$ cat src/rtl/mchan_arb_out_buf_ipa.sv
// rtl/mchan_arb_out_buf_ipa.sv - Two-entry elastic output buffer and round-robin flag owner for the MCHAN arbitration tree
//
// Purpose:
//   Sits directly below the root of the MCHAN request arbitration tree. It
//   accepts the winning request into a 2-entry FIFO and forwards it toward the
//   TCDM/ext port. The grant back to the tree comes only from registered
//   occupancy, so there is no combinational path from gnt_i to gnt_o. The block
//   also keeps the round-robin counter whose bits drive RR_FLAG of each tree
//   level. That counter advances once per accepted request.
//
// Ports:
//   clk_i      - clock, rising edge
//   rst_ni     - asynchronous active-low reset
//   req_i      - request from arbitration tree root
//   gnt_o      - grant to tree root (buffer not full)
//   data_i     - request payload from tree
//   id_i       - request core/channel id from tree
//   rr_flag_o  - round-robin flags, bit k drives tree level k
//   req_o      - request toward port (buffer not empty)
//   gnt_i      - grant from port
//   data_o     - head-entry payload
//   id_o       - head-entry id
//   count_o    - occupancy 0..2

module mchan_arb_out_buf_ipa #(
    parameter int DATA_WIDTH = 32,
    parameter int ID_WIDTH   = 4,
    parameter int RR_WIDTH   = 2
) (
    input  logic                  clk_i,
    input  logic                  rst_ni,
    input  logic                  req_i,
    output logic                  gnt_o,
    input  logic [DATA_WIDTH-1:0] data_i,
    input  logic [ID_WIDTH-1:0]   id_i,
    output logic [RR_WIDTH-1:0]   rr_flag_o,
    output logic                  req_o,
    input  logic                  gnt_i,
    output logic [DATA_WIDTH-1:0] data_o,
    output logic [ID_WIDTH-1:0]   id_o,
    output logic [1:0]            count_o
);

    logic [DATA_WIDTH-1:0] data_q [2];
    logic [ID_WIDTH-1:0]   id_q   [2];
    logic                  wptr_q, wptr_d;
    logic                  rptr_q, rptr_d;
    logic [1:0]            count_q, count_d;
    logic [RR_WIDTH-1:0]   rr_q, rr_d;

    logic push;
    logic pop;

    // Both handshakes are derived from registered occupancy. This keeps the
    // port grant from reaching back into the arbiter primitives.
    assign gnt_o = (count_q != 2'd2);
    assign req_o = (count_q != 2'd0);

    assign push = req_i & gnt_o;
    assign pop  = req_o & gnt_i;

    // The head entry is read straight from storage. An empty buffer never
    // bypasses data_i to the output.
    assign data_o    = data_q[rptr_q];
    assign id_o      = id_q[rptr_q];
    assign count_o   = count_q;
    assign rr_flag_o = rr_q;

    always_comb begin
        wptr_d  = wptr_q;
        rptr_d  = rptr_q;
        count_d = count_q;
        rr_d    = rr_q;

        if (push) begin
            wptr_d = ~wptr_q;
            // Advance priority so the tree sees it on its next arbitration.
            rr_d   = rr_q + RR_WIDTH'(1);
        end
        if (pop) begin
            rptr_d = ~rptr_q;
        end

        // Push and pop together leave occupancy unchanged.
        unique case ({push, pop})
            2'b10:   count_d = count_q + 2'd1;
            2'b01:   count_d = count_q - 2'd1;
            default: count_d = count_q;
        endcase
    end

    always_ff @(posedge clk_i or negedge rst_ni) begin
        if (!rst_ni) begin
            wptr_q  <= 1'b0;
            rptr_q  <= 1'b0;
            count_q <= 2'd0;
            rr_q    <= '0;
            for (int i = 0; i < 2; i++) begin
                data_q[i] <= '0;
                id_q[i]   <= '0;
            end
        end else begin
            wptr_q  <= wptr_d;
            rptr_q  <= rptr_d;
            count_q <= count_d;
            rr_q    <= rr_d;
            if (push) begin
                data_q[wptr_q] <= data_i;
                id_q[wptr_q]   <= id_i;
            end
        end
    end

endmodule

$ cat config.mk
export PLATFORM = sky130hd
export DESIGN_NAME = mchan_arb_out_buf_ipa
export DESIGN_NICKNAME = d
export VERILOG_FILES = /design/src/rtl/mchan_arb_out_buf_ipa.sv
export SDC_FILE = /design/constraint.sdc
export NUM_CORES = 1
export LEC_CHECK = 0
export ABC_AREA = 1
export CORE_MARGIN = 3
export CORE_UTILIZATION = 45
export CTS_BUF_LIST = sky130_fd_sc_hd__clkbuf_8
export DETAILED_ROUTE_END_ITERATION = 7
export PLACE_DENSITY = 0.68
export RECOVER_POWER = 25
export SYNTH_ARGS = -nofsm -noshare
export SYNTH_HDL_FRONTEND = slang
export SYNTH_SLANG_ARGS = --single-unit
$ cat constraint.sdc
create_clock -name clk_i -period 1.7 [get_ports clk_i]
set_input_delay 0.34 -clock clk_i [delete_from_list [all_inputs] [get_ports clk_i]]
set_output_delay 0.34 -clock clk_i [all_outputs]
set_load 0.02 [all_outputs]
==> results of run 1 <==
[what timing repair did]
action,4_1_cts,5_1_grt
buffers inserted,3,0
pin swaps,2,9
gates resized for setup,184,31
hold endpoints to repair,29,0
setup endpoints to repair,52,69
cloned,1,2
hold buffers,1,0
[critical path: cells and delay by family (launching register included)]
kind	cells	cell delay, ps
simple gates	2	130
buf+inv	4	480
flops	1	440
[Yosys cell counts (all sizes together)]
| library cell | instances |
|---|---|
| nand2 | 273 |
| dfrtp | 78 |
| nand4 | 73 |
| ha | 1 |
| inv | 10 |
| clkbuf | 3 |
| nand3 | 4 |
| xnor2 | 1 |
| buf | 33 |
[metrics by stage]
stage	util (%)	power [mW]	setup WS (ps)	TNS, ps
global placement	55.90	8.596	-43.51	-521.4
floorplan	-	6.674	135.5	0
global route	59.40	11.10	-81.59	-998.5
finish	59.40	10.33	-20.28	-50.41
CTS	58.28	10.10	-28.60	-218.5
detailed placement	55.90	8.682	-66.47	-1131
[placed cells by master, fill, tap and decap left out, types with 2 or more instances in the layout]
| master | instances |
|---|---|
| nand3_1 | 2 |
| dfrtp_2 | 2 |
| buf_2 | 19 |
| clkbuf_8 | 11 |
| dlygate4sd2_1 | 6 |
| bufinv_16 | 2 |
| nand3_4 | 4 |
| dfrtp_1 | 76 |
| nand2_1 | 255 |
| nand4_1 | 73 |
| inv_1 | 8 |
| buf_4 | 16 |
| nand2_4 | 6 |
| inv_2 | 2 |
| nand2_2 | 12 |
| buf_6 | 20 |
| clkdlybuf4s50_1 | 37 |
[power breakdown]
group          switching [mW]  internal (mW)  leakage [nW]
sequential              0.589           2.75         0.965
clock                   0.647          0.895         0.113
combinational            3.39           2.06          1.57
[layout make-up]
type | instances | area (um^2)
clock buffer | 11 | 151.4
clock inverter | 4 | 71.32
fill | 750 | 3369
inverter | 10 | 40.04
multi-input combinational | 354 | 1658
sequential | 78 | 1954
tap | 105 | 131.4
timing repair buffer | 102 | 923.4
[flip-flops by register name, summed over array words and instances, names as in the netlist]
name,flops
count_o,2
rr_flag_o,2
data_q,64
rptr_q,1
id_q,8
wptr_q,1
[per-layer routing]
metal / up-vias / track usage, %
li1: 1709 / -
met3: 7 / 4.246
met5: - / 0
met2: 142 / 34.74
met4: 0 / 6.513
met1: 1625 / 29.37
[worst max path at each step]
stage                     startpoint         end  slack (ps)  cells past startpoint
final                         rptr_q  data_o[25]         -20                      6
after global routing          rptr_q  data_o[29]         -80                      6
after CTS                     rptr_q  data_o[14]         -30                      5
after detailed placement      rptr_q  data_o[14]         -70                      5
after global placement        rptr_q   data_o[5]         -40                      4
after floorplan           count_o[0]  count_o[1]         140                      9
[cell families after synthesis]
kind of cell               after synthesis
and+or+nand+nor                        350
xor gates and xnor gates                 1
adders and majority gates                1
buffers and inverters                   46
DFF                                     78
==> impl_results.md, run 1 <==
* Outcome: finished with violations
* Failing checks: setup timing
* Initial Util at 46.59%
* Mux cell area share after synthesis at 0%
* Worst hold endpoint: data_q[35]
* Max Used Layer: met4
* CP dominant cell by count: buf_6
* Placed insts at 644
* DR iter-0 viols at 192
* Num CTS Buffers at 9
* Worst slew pin tran at 842.4 ps
* Antenna diode instance count at 0
* Post-Synth Adder-Cell Area at 0.3236%
* RR Startpoint: count_o[0]
* Worst hold margin at 471.3 ps
* Via density at 5.245
* Setup ws final at -20.28 ps
* Total grt overflow at 0
* CP max stage delay at 440 ps
* Critical Path RT at 1360 ps
* Largest family of logic cells by synthesized area: simple AND/OR/NAND/NOR gates
* Worst-case reg-to-reg path depth at 6
* Slew HR at 43.84%
* Worst Skew at 10.62 ps
* Distinct cells, synth at 15
* Final Max Slew Viols at 0
* Met2 wire len at 4.925 mm
* Post-route cell area at 4930 um^2
* Worst setup EP type: output pin
* Die area at 9740 um^2
* Hold Path Depth at 2
* Cell Area, Placed at 4639 um^2
* Iteration count of the initial detailed-routing pass at 4
* Worst setup SP type: register
* Reg2Reg Setup Slack at 110 ps
* DRC Markers at 0
* Skew-Pair Late Insertion Delay at 340 ps
* Gate Count Post-Synth at 476
* Largest cells by area after synthesis: dfrtp_1 (50%), nand2_1 (26%), nand4_1 (12%)
* WL final at 10.32 mm
* Synth Register Bits at 78
* Final period util at 101.2%
* Clock Pin Slew Worst Setup and Hold Paths at 70 ps
* Clock root buffer master: clkbuf_8
* Post-Layout Cell Count at 664
* Worst path slowest cell: dfrtp_2
* Net count, final at 596
* Top cell type's share of synthesized area at 50.49%
* Fmax at 581.3 MHz
* Antenna-violating nets left at 0
* Synthesized area per cell at 8.122 um^2
* Yosys warns at 0
* GRT Overall Usage at 21.46%
* Setup violators final at 6
* Reg-to-Reg End: data_q[14]
* Leak at 2.648 nW
* Unrepaired setup endpoints after global routing: true
* Wire length on met3 at 826 um
* Total number of H-tree levels at 3
* Die height at 98.69 um
* WL per Instance at 15.54 um
* Final Hold Violating Endpoints at 0
* Hold Path Class: reg -> reg
* Vias at 3483
* CP Cell Sequence: inv_4 > buf_6 > clkbuf_16 > nand2_1 > nand2_2 > buf_6
* Io pins at 82
* Buffers from clock root to sink, at most at 2
* Layout cells sized above 1 at 17.71%
* Fraction of synthesized cell area in xor and xnor cells at 0.2265%
* Global-route wire length before repair at 16.82 mm
* Final HPWL DP at 6.320 mm
* Layout area overhead at 27.51%
* Area leader, netlist: dfrtp_1
* GPL Wtd Cong at 0.7918
* Row count at 33
* CTS Sinks at 78
* Post-synth net total at 517
* Maxcap violations at 0
* Max FO, Critical Path at 8
* Antenna violations before repair at 0
* Fin crit period at 1720 ps
* Mapped Area at 3866 um^2
* Core area at 8299 um^2
* WL met1 at 4.462 mm
* Vias in the first global route at 3449
* Synth Area in Simple Gates at 39.68%
* PortBufs at 81
* Maximum vdd drop at 0.001023 V
* Power Dens Cells at 2095 nW/um^2
* Pin count of the biggest net entering global routing at 43
* Register area share after synthesis at 50.49%
* Compound-cell area share of the yosys netlist at 0%
* TritonCTS clock tree: yes
* Arrival time at the worst endpoint at 1380 ps
* Die width at 98.69 um
* Hold Path Origin: data_q[35]
* WS Path Type: reg -> out
Power figures use the tool's default switching activity.
==> run 2: changes to the inputs <==
--- a/config.mk
+++ b/config.mk
@@ -10,6 +10,7 @@
 export CORE_UTILIZATION = 45
 export CTS_BUF_LIST = sky130_fd_sc_hd__clkbuf_8
 export DETAILED_ROUTE_END_ITERATION = 7
+export HOLD_SLACK_MARGIN = 0.12
 export PLACE_DENSITY = 0.68
 export RECOVER_POWER = 25
 export SYNTH_ARGS = -nofsm -noshare
==> results of run 2 <==
The final DEF is identical to that of run 1; final timing and power are the same.
==> run 3: changes to the inputs <==
--- a/config.mk
+++ b/config.mk
@@ -11,7 +11,7 @@
 export CTS_BUF_LIST = sky130_fd_sc_hd__clkbuf_8
 export DETAILED_ROUTE_END_ITERATION = 7
 export HOLD_SLACK_MARGIN = 0.12
-export PLACE_DENSITY = 0.68
+export PLACE_DENSITY = 0.81
 export RECOVER_POWER = 25
 export SYNTH_ARGS = -nofsm -noshare
 export SYNTH_HDL_FRONTEND = slang
==> run 3 against run 2 <==
  * The flow now finishes without violations
  * Die area stayed put
  * Cell count is 0.30% lower
  * First-iteration DRC count is 26% higher
  * Sequential power hardly changed
  * Via count is 2.7% higher
  * Fmax is 1.7% higher
  * Routed wire length is 4.0% lower
  * Hold slack better by 1.6 ps
  * Sequential share of layout area is 2.0 points lower
  * Non-clock buffer count is 1 lower
  * Register-to-register slack hardly changed
  * Critical path type unchanged
  * Critical endpoint is now data_o[13]
  * Largest cell class unchanged
==> impl_results.md, run 3 (synthesis results as in run 1) <==
* Core area at 8299 um^2 (unchanged)
* Final Max Slew Viols at 0 (unchanged)
* Die area at 9740 um^2 (unchanged)
* WS Path Type: reg -> out
* Commonest non-fill, non-tap cell in the layout: nand2_1
* Row count at 33 (unchanged)
* Critical Path RT at 1360 ps (about the same)
* Vias in the first global route at 3343 (-3.1%)
* WL final at 9.903 mm (-4.0%)
* Arrival time at the worst endpoint at 1350 ps (-30 ps)
* CTS Sinks at 78 (unchanged)
* Worst-case reg-to-reg path depth at 6 (unchanged)
* Maxcap violations at 0 (unchanged)
* Num CTS Buffers at 9 (unchanged)
* Antenna-violating nets left at 0 (unchanged)
* Clock Pin Slew Worst Setup and Hold Paths at 70 ps (about the same)
* Power Dens Cells at 2152 nW/um^2 (+2.7%)
* Via density at 5.405 (+3.0%)
* Tot Pwr at 11.17 mW (+8.2%)
* Buffers from clock root to sink, at most at 2 (unchanged)
* DR iter-0 viols at 242 (+26%)
* Hold Path Depth at 2 (unchanged)
* Maximum vdd drop at 0.001101 V (+7.6%)
* Iteration count of the initial detailed-routing pass at 4 (unchanged)
* Top flop regs: data_q: 64 flops, id_q: 8 flops
* Clock root buffer master: clkbuf_8
* Total number of H-tree levels at 3 (unchanged)
* Hold Path Class: reg -> reg
* Antenna diode instance count at 0 (unchanged)
* Fin crit period at 1692 ps (-27.95 ps)
* CP Cell Sequence: buf_6 > clkbuf_16 > nand2_2 > nand2_2 > buf_6
* PortBufs at 81 (unchanged)
* Worst path slowest cell: dfrtp_2
* Most frequent cells in the layout: nand2_1 (206), dfrtp_1 (77), nand4_1 (73), nand2_2 (62), buf_6 (38)
* Util after Layout at 62.54% (+3.1 points)
* Setup violators final at 0 (-6)
* Worst slew pin tran at 974.4 ps (+132.0 ps)
* Leak at 2.702 nW (+2.0%)
* Final HPWL DP at 6.123 mm (-3.1%)
* Initial Util at 46.59% (unchanged)
* Largest register FFs at 64 (unchanged)
* Fmax at 590.9 MHz (+1.7%)
* Net count, final at 593 (-0.50%)
* Global-route wire length before repair at 15.93 mm (-5.3%)
* Layout area overhead at 34.24%
* Final period util at 99.55% (-1.6 points)
* Layout cells sized above 1 at 26.39% (+8.7 points)
* CP max stage delay at 450 ps (about the same)
* Slew HR at 35.04% (-8.8 points)
* Worst setup SP type: register
* Largest register by flop count: data_q
* Cell Area, Placed at 4617 um^2 (-0.49%)
* DRC Markers at 0 (unchanged)
* Worst Skew at 10.27 ps (-0.3521 ps)
* Vias at 3578 (+2.7%)
* Worst setup EP type: output pin
* Outcome: finished, final reports clean
* Post-route cell area at 5190 um^2 (+5.3%)
* GRT Overall Usage at 20.20% (-1.3 points)
* Antenna violations before repair at 0 (unchanged)
* Placed insts at 641 (-0.47%)
* Io pins at 82 (unchanged)
* Cell family with most CP delay: flip-flops
* Post-Layout Cell Count at 662 (-0.30%)
* WP buf/inv at 3 (-1)
* Final Hold Violating Endpoints at 0 (unchanged)
* Max FO, Critical Path at 7 (-1)
* TritonCTS clock tree: yes
* WP depth at 5 (-1)
* Die width at 98.69 um (unchanged)
* WL per Instance at 14.96 um (-3.7%)
* Die height at 98.69 um (unchanged)
* Unrepaired setup endpoints after global routing: true
* Skew-Pair Late Insertion Delay at 340 ps (about the same)
* GPL Wtd Cong at 0.7958 (+0.51%)
* Total grt overflow at 0 (unchanged)
* Pin count of the biggest net entering global routing at 79 (+84%)
[run 3: cell types whose count changed in the layout (fill, tap and decap cells not counted), sizes merged]
cell         delta
clkbuf          +2
dlygate4sd2     -1
nand3           -2
clkinv          +3
buf             -2
inv             -2
[run 3: cell type report]
| cell class | instances | area [um^2] |
|---|---|---|
| fill | 703 | 3109 |
| sequential | 78 | 1953 |
| multi-input combinational | 352 | 1740 |
| timing repair buffer | 101 | 1090 |
| clock buffer | 11 | 151.4 |
| tap | 105 | 131.4 |
| clock inverter | 5 | 81.33 |
| inverter | 10 | 42.54 |
[run 3: worst paths after layout]
kind                         endpoint  slack, ps       start
max                        data_o[13]          8      rptr_q
min                         data_q[1]        470   data_q[1]
max reg2reg                 data_q[0]        110  count_o[0]
min reg2reg                 data_q[1]        470   data_q[1]
max in group asynchronous      rptr_q        200      rst_ni
min in group asynchronous  data_q[18]        780      rst_ni
[run 3: layer usage]
metal	routed length, um	global-route usage, %	part of all wire [%]	vias to the layer above
met4	195	7.983	2.0	0
met3	660	4.317	6.7	19
met2	4959	32.03	50	138
met5	0	0	0	-
li1	-	-	-	1702
met1	4087	27.22	41	1719
[run 3: worst min-delay path: stages (launching register included)]
cell and delay, ps:
dfrtp_1 340, nand2_1 50, nand2_1 50
[run 3: metrics by stage]
| step | worst slack (ps) | hold slack [ps] | setup TNS, ps |
|---|---|---|---|
| 6_report | 7.673 | 472.9 | 0 |
| 5_1_grt | -41.93 | 505.7 | -588.9 |
| 4_1_cts | -99.72 | 476.6 | -788.7 |
| 3_5_place_dp | -59.86 | 395.9 | -1224 |
| 3_3_place_gp | -35.44 | 389.7 | -265.6 |
| 2_1_floorplan | 135.5 | 44.41 | 0 |
[run 3: timing repair]
action	in CTS	in global routing
endpoints found under the setup margin	42	109
setup buffers	1	0
gates resized for setup	162	144
gates cloned	1	2
pin swaps	0	15
hold endpoints to repair	78	0
hold buffers	1	0
[run 3: report_power, final]
group	internal [mW]	switching [mW]	total [mW]
clock	0.907	0.680	1.59
sequential	2.75	0.626	3.37
combinational	2.64	3.57	6.21
total	6.29	4.88	11.2
